--- config.mk ---
export PLATFORM = sky130hd
export DESIGN_NAME = rr_req_arbiter
export DESIGN_NICKNAME = d
export VERILOG_FILES = /design/src/rtl/arb_pkg.sv /design/src/rtl/rr_pick.sv /design/src/rtl/rr_req_arbiter.sv
export SDC_FILE = /design/constraint.sdc
export NUM_CORES = 1
export LEC_CHECK = 0
export ABC_CLOCK_PERIOD_IN_PS = 2100
export CAP_MARGIN = 20
export CORE_ASPECT_RATIO = 1.1
export CORE_MARGIN = 2
export CORE_UTILIZATION = 51
export CTS_BUF_LIST = sky130_fd_sc_hd__clkbuf_8
export DETAILED_ROUTE_END_ITERATION = 12
export PLACE_DENSITY = 0.77
export SLEW_MARGIN = 10
export SYNTH_ARGS = -nofsm -noshare
export SYNTH_HDL_FRONTEND = slang
export SYNTH_HIERARCHICAL = 1
export SYNTH_SLANG_ARGS = --single-unit
export TNS_END_PERCENT = 5
--- constraint.sdc ---
create_clock -name clk -period 2.1 [get_ports clk]
set_input_delay 0.21 -clock clk [delete_from_list [all_inputs] [get_ports clk]]
set_output_delay 0.21 -clock clk [all_outputs]
set_load 0.03 [all_outputs]
--- src/rtl/arb_pkg.sv ---
// Shared definitions for the round-robin request arbiter: FSM state
// encodings and default sizing.
package arb_pkg;

  typedef enum logic [1:0] {
    ST_IDLE    = 2'b00,
    ST_GRANT   = 2'b01,
    ST_RELEASE = 2'b10
  } arb_state_t;

  localparam int ARB_N_DEFAULT        = 4;
  localparam int ARB_MAX_HOLD_DEFAULT = 16;

endpackage

--- src/rtl/rr_pick.sv ---
// Combinational rotate-priority picker: returns the first asserted request
// found scanning upward from ptr and wrapping modulo N.
module rr_pick
  import arb_pkg::*;
#(
  parameter int N   = ARB_N_DEFAULT,
  parameter int IDW = 2
) (
  input  logic [N-1:0]   req,
  input  logic [IDW-1:0] ptr,
  output logic           any,
  output logic [IDW-1:0] idx
);

  localparam logic [IDW:0] N_W = (IDW+1)'(N);

  // rot_idx[k] is the requester examined at scan position k; rot[k] its request
  logic [IDW-1:0] rot_idx [N];
  logic [N-1:0]   rot;

  genvar gi;
  generate
    for (gi = 0; gi < N; gi++) begin : g_rot
      logic [IDW:0] sum;
      // one extra bit so ptr+gi cannot overflow before the modulo-N wrap
      assign sum         = {1'b0, ptr} + (IDW+1)'(gi);
      assign rot_idx[gi] = (sum >= N_W) ? IDW'(sum - N_W) : sum[IDW-1:0];
      assign rot[gi]     = req[rot_idx[gi]];
    end
  endgenerate

  // lowest scan position with a request wins; scanning downward lets it overwrite
  always_comb begin
    any = |req;
    idx = '0;
    for (int k = N - 1; k >= 0; k--) begin
      if (rot[k]) idx = rot_idx[k];
    end
  end

endmodule

--- src/rtl/rr_req_arbiter.sv ---
// Round-robin arbiter: grants one requester at a time, holds while its level
// request stays high (at most MAX_HOLD cycles), then inserts one dead cycle
// before the next arbitration. The priority pointer moves past each released
// owner, so a timed-out owner re-enters as lowest priority.
module rr_req_arbiter
  import arb_pkg::*;
#(
  parameter int N        = ARB_N_DEFAULT,
  parameter int MAX_HOLD = ARB_MAX_HOLD_DEFAULT,
  parameter int IDW      = 2,
  parameter int CW       = 5
) (
  input  logic           clk,
  input  logic           rst,
  input  logic [N-1:0]   req,
  output logic [N-1:0]   gnt,
  output logic [IDW-1:0] gnt_id,
  output logic           busy,
  output logic           timeout
);

  arb_state_t     state_reg;
  logic [N-1:0]   gnt_reg;
  logic [IDW-1:0] gnt_id_reg;
  logic           busy_reg;
  logic           timeout_reg;
  logic [IDW-1:0] ptr_reg;
  logic [CW-1:0]  hold_cnt_reg;

  logic           pick_any;
  logic [IDW-1:0] pick_idx;
  logic [N-1:0]   pick_onehot;
  logic           owner_req;
  logic           hold_ok;
  logic [IDW-1:0] ptr_next;

  rr_pick #(
    .N   (N),
    .IDW (IDW)
  ) u_pick (
    .req (req),
    .ptr (ptr_reg),
    .any (pick_any),
    .idx (pick_idx)
  );

  assign pick_onehot = {{(N-1){1'b0}}, 1'b1} << pick_idx;
  assign owner_req   = req[gnt_id_reg];
  assign hold_ok     = hold_cnt_reg < CW'(MAX_HOLD);
  assign ptr_next    = (gnt_id_reg == IDW'(N - 1)) ? '0 : gnt_id_reg + IDW'(1);

  // FSM with registered outputs: arbitrate in IDLE, count hold in GRANT,
  // one dead cycle in RELEASE; timeout defaults low so it pulses for one cycle
  always_ff @(posedge clk) begin
    if (rst) begin
      state_reg    <= ST_IDLE;
      gnt_reg      <= '0;
      gnt_id_reg   <= '0;
      busy_reg     <= 1'b0;
      timeout_reg  <= 1'b0;
      ptr_reg      <= '0;
      hold_cnt_reg <= '0;
    end else begin
      timeout_reg <= 1'b0;
      case (state_reg)
        ST_IDLE: begin
          if (pick_any) begin
            gnt_reg      <= pick_onehot;
            gnt_id_reg   <= pick_idx;
            busy_reg     <= 1'b1;
            hold_cnt_reg <= CW'(1);
            state_reg    <= ST_GRANT;
          end else begin
            gnt_reg      <= '0;
            gnt_id_reg   <= '0;
            busy_reg     <= 1'b0;
            hold_cnt_reg <= '0;
          end
        end
        ST_GRANT: begin
          if (owner_req && hold_ok) begin
            hold_cnt_reg <= hold_cnt_reg + CW'(1);
          end else begin
            // a still-high request here means the hold limit forced this release
            timeout_reg  <= owner_req;
            gnt_reg      <= '0;
            gnt_id_reg   <= '0;
            busy_reg     <= 1'b0;
            hold_cnt_reg <= '0;
            ptr_reg      <= ptr_next;
            state_reg    <= ST_RELEASE;
          end
        end
        ST_RELEASE: begin
          state_reg <= ST_IDLE;
        end
        default: begin
          state_reg    <= ST_IDLE;
          gnt_reg      <= '0;
          gnt_id_reg   <= '0;
          busy_reg     <= 1'b0;
          hold_cnt_reg <= '0;
        end
      endcase
    end
  end

  assign gnt     = gnt_reg;
  assign gnt_id  = gnt_id_reg;
  assign busy    = busy_reg;
  assign timeout = timeout_reg;

endmodule

# Yosys cells after proc, flatten, opt, wreduce, memory -nomap -nowiden

Cells that the tools add are included.

Bits in registers: 17
Input bits: 6
Logic and storage cells: 76

Add/subtract/negate cells: 9
$lt $le $gt $ge: 10
Equal/unequal tests: 5
Shifts and indexed selects: 1
Multiplexer cells: 34
Bitwise gates (word level): 3
Reductions and logical operators: 7

Operator list:

| kind                  | number |
|---|---|
| $mux W2               | 13 |
| $lt A2 B3 Y1 const B  | 5 |
| $pmux W5 S3           | 1 |
| $pmux W4 S3           | 1 |
| $bmux W1 S2           | 5 |
| $ge A3 B3 Y1 const B  | 3 |
| $mux W1               | 8 |
| $mux W4               | 2 |
| $sub A2 B1 Y2 const B | 4 |
| $add A2 B2 Y3 const B | 2 |
| $pmux W2 S3           | 1 |
| $reduce_and A2 Y1     | 3 |
| $add A5 B1 Y5 const B | 1 |
| $lt A5 B5 Y1 const B  | 1 |
| $mux W5               | 1 |
| $eq A2 B2 Y1 const B  | 2 |
| $ne A2 B2 Y1 const B  | 2 |
| $pmux W2 S2           | 1 |
| $reduce_or A4 Y1      | 1 |
| $shl A1 B2 Y4 const A | 1 |
| $add A2 B1 Y3 const B | 1 |
| $ge A2 B3 Y1 const B  | 1 |
| $not A1 Y1            | 3 |
| $pmux W1 S3           | 1 |
| other kinds (5)       | 5 |

# Logic depth before layout (Yosys ltp)

Gate-level depths: netlist of the first run.

Word-level depth: 12
Mapped depth: 6
Depth with buffers taken out: 6

# By module

The synthesis of the first run kept the hierarchy.

By module, submodules not included:

| module         | instances | cells an instance | area an instance (um^2) |
|---|---|---|---|
| rr_req_arbiter | 1         | 87                | 755.7 |
| rr_pick        | 1         | 13                | 77.6 |

# Worst setup path before layout of the first run

OpenSTA, ideal clock, no wires.

Kind: register to register
From: reg gnt_id_reg[1], in the netlist gnt_id[1]
To: reg ptr_reg[0]
Arrival time: 1,729 ps
Slack: 304 ps
Stages on the path, launching flop included: 5
Buffers on the path: 0
Period minus slack after synthesis: 1,796 ps
Cells stage by stage: dfxtp_1 mux2_4 a221o_1 or3_1 a21oi_2

Word-level cells in the longest chain between the ends: 5
Elaborated cells between the ends (all ways): 7

RTL lines:

| what                          | RTL line             | RTL |
|---|---|---|
| start: declaration            | rr_req_arbiter.sv:24 | `logic [IDW-1:0] gnt_id_reg;` |
| start signal: assignment      | rr_req_arbiter.sv:69 | `gnt_id_reg <= pick_idx;` |
| $bmux W1 S2                   | rr_req_arbiter.sv:48 | `assign owner_req = req[gnt_id_reg];` |
| $mux W1 (not written as such) | rr_req_arbiter.sv:48 |  |
| $logic_and A1 B1 Y1           | rr_req_arbiter.sv:81 | `if (owner_req && hold_ok) begin` |
| $not A1 Y1 (no line)          | n/a                  |  |
| $reduce_and A2 Y1 (no line)   | n/a                  |  |
| end signal: assignment        | rr_req_arbiter.sv:90 | `ptr_reg <= ptr_next;` |
| end: declaration              | rr_req_arbiter.sv:27 | `logic [IDW-1:0] ptr_reg;` |

Several ways; a longest one is shown, not always the timed one. The select of a mux whose other input is x is not followed.
A chain may end at the register's enable or synchronous reset.

# Final worst setup path of the first run

From: in req[3]
To: reg gnt_reg[0], in the netlist gnt[0]

Elaborated cells between the ends (all ways): 21

RTL lines:

| what                   | RTL line             | RTL |
|---|---|---|
| start: declaration     | rr_req_arbiter.sv:15 | `input logic [N-1:0] req,` |
| $reduce_or A4 Y1       | rr_pick.sv:34        | `any = \|req;` |
| via pick_any           | rr_req_arbiter.sv:30 | `logic pick_any;` |
| $mux W4                | rr_req_arbiter.sv:67 | `if (pick_any) begin` |
| $pmux W4 S3            | rr_req_arbiter.sv:65 | `case (state_reg)` |
| end signal: assignment | rr_req_arbiter.sv:68 | `gnt_reg <= pick_onehot;` |
| end: declaration       | rr_req_arbiter.sv:23 | `logic [N-1:0] gnt_reg;` |

The timed path passes the listed nets, and every way through them passes these cells. The select of a mux whose other input is x is not followed.

==> run metrics, run 1 <==
CP arrival=1.89 ns; CP max stage delay=0.54 ns; top achievable clock speed=0.583 GHz; core area=1560 um2; dpl hpwl=1.27 mm; synth unique cells=29; main combinational cell family by area after synthesis=simple AND/OR/NAND/NOR gates; number of flops mapped to enable cells by yosys=0; Max Cap Viol=0; final cycle utilization of the critical path=0.816; Routed WL=1.76 mm; non-filler instance count after layout=131; clock period minus final worst setup slack=1.71 ns; post-detailed-route count of antenna-violating nets=0; most used standard cell by instance count after synthesis=dfxtp_1; Min-Delay Path Class=reg2reg; Hold Buf Count CTS=0; Final Power=0.000784 W; worst-path fanout max=5; Data required, critical path=2.28 ns; area delta synth->final=23.1%; cts repair resizes=0; Largest register FFs=5; clk buf depth=2; setup bufs post-CTS=0; first-pass GRT wire length=2.86 mm; Top delay family on crit path=simple AND/OR/NAND/NOR gates; Routed wire per std cell=13.5 um; Inserted Diodes=0; drt first pass iters=4; post-synthesis compound-gate area fraction=0.204; initial antenna violation count=0; DRC Markers=0; Setup crit end kind=flip-flop; Rows=15; gp weighted congestion=0.782; Root Driver=clkbuf_8; DR iter-0 viols=21; warnings from Yosys=6; layout cells sized above 1=0.114; area of the mapped netlist=833 um2; max-slew violations=0; io pins=14; Max VDD drop=466 uV; vias in the first global route=676; synth top area cells=dfxtp_1 41%, a21oi_1 7.2%, nor2_1 5.9%; RSZ-0062 raised after global routing=no; PortBufs=13; # setup viols final=0; FILL cells=149; xor/xnor share of the synthesized area=0; clock sink count=17; average size of a mapped cell=8.33 um2; Async SR Flop Fraction=0; Via density=5.89; mux share of post-synthesis cell area=0.0721; largest net degree at the start of global routing=19; Power Dens Cells=765 nW/um2; Synth Area in Adders=0.0300; Die Width=42.5 um; Crit Path Category=in2reg; gr usage total=0.192; register bit count reported by yosys=17; Layout Skew=0.00142 ns; CTS tree=done; worst-path cell chain=clkdlybuf4s50_1, nor2_1, nand2_1, or3b_2, or3_1, a21oi_1; top cells by count, synth=17 x dfxtp_1, 13 x nor2_1, 12 x a21oi_1, 8 x nand2_1, 8 x o21ai_0; Synth area leader=dfxtp_1; DR vias=772; critical-path cell with the highest stage delay=clkdlybuf4s50_1; status=finished, final reports clean; Die Area=1970 um2; Post-Route Setup TNS=0 ns; CTS Buf Count=3; Worst-Skew Late Latency=0.25 ns; ys flop type=dfxtp_1; Pleak=0.367 nW; crit start category=primary input; Hold WS=0.482 ns; Yosys top cell area share=0.408; register area share after synthesis=0.408; initial core utilization=0.535; DP Cell Count=127; Synth Instances=100; Final Hold Fails=0; simple logic cell fraction of the synthesized area=0.257; Die Y=46.4 um; Worst slew margin=0.577; crit path buf inv count=1; Overflow after GRT=0; Mapped Nets=108; worst slew pin tran=0.633 ns; Nets=123; H-Tree Level Count=1; Clk pin slew, worst setup/hold paths=0.07 ns
==> kinds of logic after synthesis <==
group	Yosys count
flip-flops	17
AND/OR/NAND/NOR	42
adder cells (fa/ha/maj)	2
AO/OA/AOI/OAI	28
multiplexers	5
buffers and inverters	6
==> final timing paths <==
kind / endpoint / slack [ns] / from / depth (start not counted)
worst max-delay path: gnt[0]$_SDFFE_PP0P_ / 0.39 / req[3] / 6
worst min-delay path: gnt[1]$_SDFFE_PP0P_ / 0.48 / gnt[1]$_SDFFE_PP0P_ / 2
worst max register to register: ptr_reg[0]$_SDFFE_PP0P_ / 0.39 / gnt_id[1]$_SDFFE_PP0P_ / 4
worst min register to register: gnt[1]$_SDFFE_PP0P_ / 0.48 / gnt[1]$_SDFFE_PP0P_ / 2
==> layout make-up <==
cell class,count,area (um2),share of cell area
repair buffers,15,145,0.141
clock inverters,1,5.00,0.00488
clock buffers,3,41.3,0.0402
flip-flops and latches,17,340,0.332
multi-input cells,77,469,0.457
well taps,17,21.3,0.0207
inverters,1,3.75,0.00366
==> through the flow <==
stage          worst slack, ns  utilization  instance area [um2]
2_1_floorplan            0.304            -                  833
3_3_place_gp             0.209        0.629                  980
3_5_place_dp             0.177        0.629                  980
4_1_cts                  0.392        0.659                 1030
5_1_grt                  0.238        0.659                 1030
6_report                 0.386        0.659                 1030
==> placed cells by master (no fill, tap or decap) <==
cell type,netlist,routed
nor2b_1,3,3
a221o_1,1,1
or3_1,2,2
inv_1,1,1
nor4b_1,1,1
a211oi_1,2,2
clkbuf_8,0,3
mux2_4,2,2
nand2_1,8,8
mux2i_1,3,3
nand4_1,1,1
nand3b_1,1,1
nor3_1,1,1
a31oi_1,1,1
nor2_1,13,13
dfxtp_1,17,17
a21oi_2,1,1
ha_1,2,2
nand2b_1,4,4
clkinv_2,0,1
a22oi_1,1,1
a211oi_2,1,1
or2_2,2,2
a21oi_1,12,12
nand3_1,3,3
or3b_2,1,1
nor3b_1,2,2
o21ai_0,8,8
clkdlybuf4s50_1,0,13
a32o_1,1,1
buf_4,0,2
==> routing by layer <==
metal / up-vias / global-route usage / wire, um
met2: 22 / 0.342 / 855
met4: 0 / 0.0938 / 25
met5: - / 0 / 0
li1: 386 / - / -
met1: 360 / 0.218 / 775
met3: 4 / 0.0471 / 105
==> power breakdown <==
group,total [W],switching (W),internal [W]
registers,0.000368,0.0000234,0.000344
clock network,0.000244,0.000113,0.000131
logic,0.000172,0.0000923,0.0000800
==> worst reg2reg max path: stages, from the launching register on <==
cell and delay (ns):
dfxtp_1 0.44, mux2_4 0.34, a221o_1 0.38, or3_1 0.34, a21oi_2 0.14
Note: power is estimated with default switching activity, not from simulation.
==> run 2: changes to the inputs <==
- ABC_CLOCK_PERIOD_IN_PS: 2100 -> 1800
- clock period: 2.1 -> 1.8 ns (I/O delays scaled with it)
==> run metrics, run 2 (synthesized netlist as in run 1, its figures left out) <==
Hold Buf Count CTS=0 (unchanged); Max Cap Viol=0 (unchanged); Routed WL=1.80 mm (+2.2%); DRC Markers=0 (unchanged); RSZ-0062 raised after global routing=no; Final Hold Fails=0 (unchanged); Crit Path Category=reg2reg; Min-Delay Path Class=reg2reg; Worst-Skew Late Latency=0.25 ns (about the same); status=finished, final reports clean; non-filler instance count after layout=134 (+2.3%); Overflow after GRT=0 (unchanged); Post-Route Setup TNS=0 ns (unchanged); Via density=5.78 (-1.9%); layout cells sized above 1=0.145 (+0.0313); Clk pin slew, worst setup/hold paths=0.07 ns (about the same); gp weighted congestion=0.804 (+2.9%); initial core utilization=0.535 (unchanged); DR iter-0 viols=18 (-14%); CTS Buf Count=3 (unchanged); CTS tree=done; post-detailed-route count of antenna-violating nets=0 (unchanged); Die Area=1970 um2 (unchanged); Data required, critical path=1.99 ns (-0.29 ns); H-Tree Level Count=1 (unchanged); top achievable clock speed=0.599 GHz; core area=1560 um2 (unchanged); Die Width=42.5 um (unchanged); setup bufs post-CTS=0 (unchanged); final cycle utilization of the critical path=0.927; commonest non-fill, non-tap cell in the layout=dfxtp_1; first-pass GRT wire length=3.11 mm (+8.9%); Pleak=0.387 nW (+5.5%); Setup crit end kind=flip-flop; Rows=15 (unchanged); dpl hpwl=1.32 mm (+3.6%); Reg power frac=0.468 (about the same); Place WS=-0.0701 ns (-0.247 ns); initial antenna violation count=0 (unchanged); PortBufs=13 (unchanged); Die Y=46.4 um (unchanged); Psw=0.000265 W (+16%); Max VDD drop=583 uV (+25%); crit start category=flip-flop; Nets=126 (+2.4%); clock power share=0.305 (-0.006); max-slew violations=0 (unchanged); largest net degree at the start of global routing=16 (-3); Power Dens Cells=878 nW/um2 (+15%); Worst slew margin=0.719 (+0.142); io pins=14 (unchanged); clk buf depth=2 (unchanged); Routed wire per std cell=13.4 um (-0.13%); Final Util=0.674 (+0.0153); final setup margin=0.132 ns (-0.255 ns); area delta synth->final=26.0%; clock sink count=17 (unchanged); DP Cell Count=130 (+2.4%); Root Driver=clkbuf_8; Layout Skew=0.00241 ns (+0.000992 ns); gr usage total=0.210 (+0.0178); Final Power=0.000922 W (+18%); Inserted Diodes=0 (unchanged); Largest register FFs=5 (unchanged); worst slew pin tran=0.420 ns (-0.213 ns); switching part of the total power=0.288 (-0.00331); CP arrival=1.85 ns (-0.04 ns); P_int=0.000656 W (+18%); # setup viols final=0 (unchanged); clock period minus final worst setup slack=1.67 ns; most frequent cells in the layout=17 x dfxtp_1, 13 x nor2_1, 13 x clkdlybuf4s50_1; Logic pwr share=0.226 (+0.006); vias in the first global route=712 (+5.3%); DR vias=775 (+0.39%); worst-path fanout max=5 (unchanged); drt first pass iters=4 (unchanged)
[run 2: through the flow]
step	hold slack (ns)	area (um2)
2_1_floorplan	0.399	833
3_3_place_gp	0.465	1000
3_5_place_dp	0.472	1000
4_1_cts	0.483	1050
5_1_grt	0.504	1050
6_report	0.479	1050
[run 2: repair_timing]
item	in CTS	in global routing
endpoints found under the setup margin	0	5
hold endpoints to repair	0	0
gates resized for setup	0	1
[run 2: cell type report]
type                            count  area [um2]
Fill cell                         140         508
Multi-Input combinational cell     77         470
Sequential cell                    17         340
Timing Repair Buffer               18         168
Clock buffer                        3        41.3
Tap cell                           17        21.3
Clock inverter                      1        5.00
Inverter                            1        3.75
[run 2: path summary, 6_finish.rpt]
| check | start | endpoint | slack [ns] | depth (start not counted) |
|---|---|---|---|---|
| worst min register to register | gnt[1]$_SDFFE_PP0P_ | gnt[1]$_SDFFE_PP0P_ | 0.48 | 2 |
| worst min-delay path | gnt[1]$_SDFFE_PP0P_ | gnt[1]$_SDFFE_PP0P_ | 0.48 | 2 |
| worst max register to register | gnt_id[1]$_SDFFE_PP0P_ | ptr_reg[0]$_SDFFE_PP0P_ | 0.13 | 4 |
| worst max-delay path | gnt_id[1]$_SDFFE_PP0P_ | ptr_reg[0]$_SDFFE_PP0P_ | 0.13 | 4 |
[run 2: per-layer routing]
layer	up-vias	track usage	routed length, um
li1	386	-	-
met1	373	0.264	858
met2	14	0.354	871
met3	2	0.0471	59
met4	0	0.0813	10
met5	-	0	0
[run 2: critical path: stages, from the launching register on]
cell and delay, ns:
dfxtp_1 0.47, mux2_4 0.34, a221o_1 0.33, or3_1 0.33, a21oi_2 0.14
[run 2: power groups by stage]
stage          Combinational, W  Sequential, W  Clock (W)
6_report               0.000209       0.000432   0.000281
3_3_place_gp           0.000204       0.000437          0
4_1_cts                0.000208       0.000431   0.000289
5_1_grt                0.000231       0.000436   0.000304
3_5_place_dp           0.000207       0.000439          0
2_1_floorplan          0.000110       0.000457          0
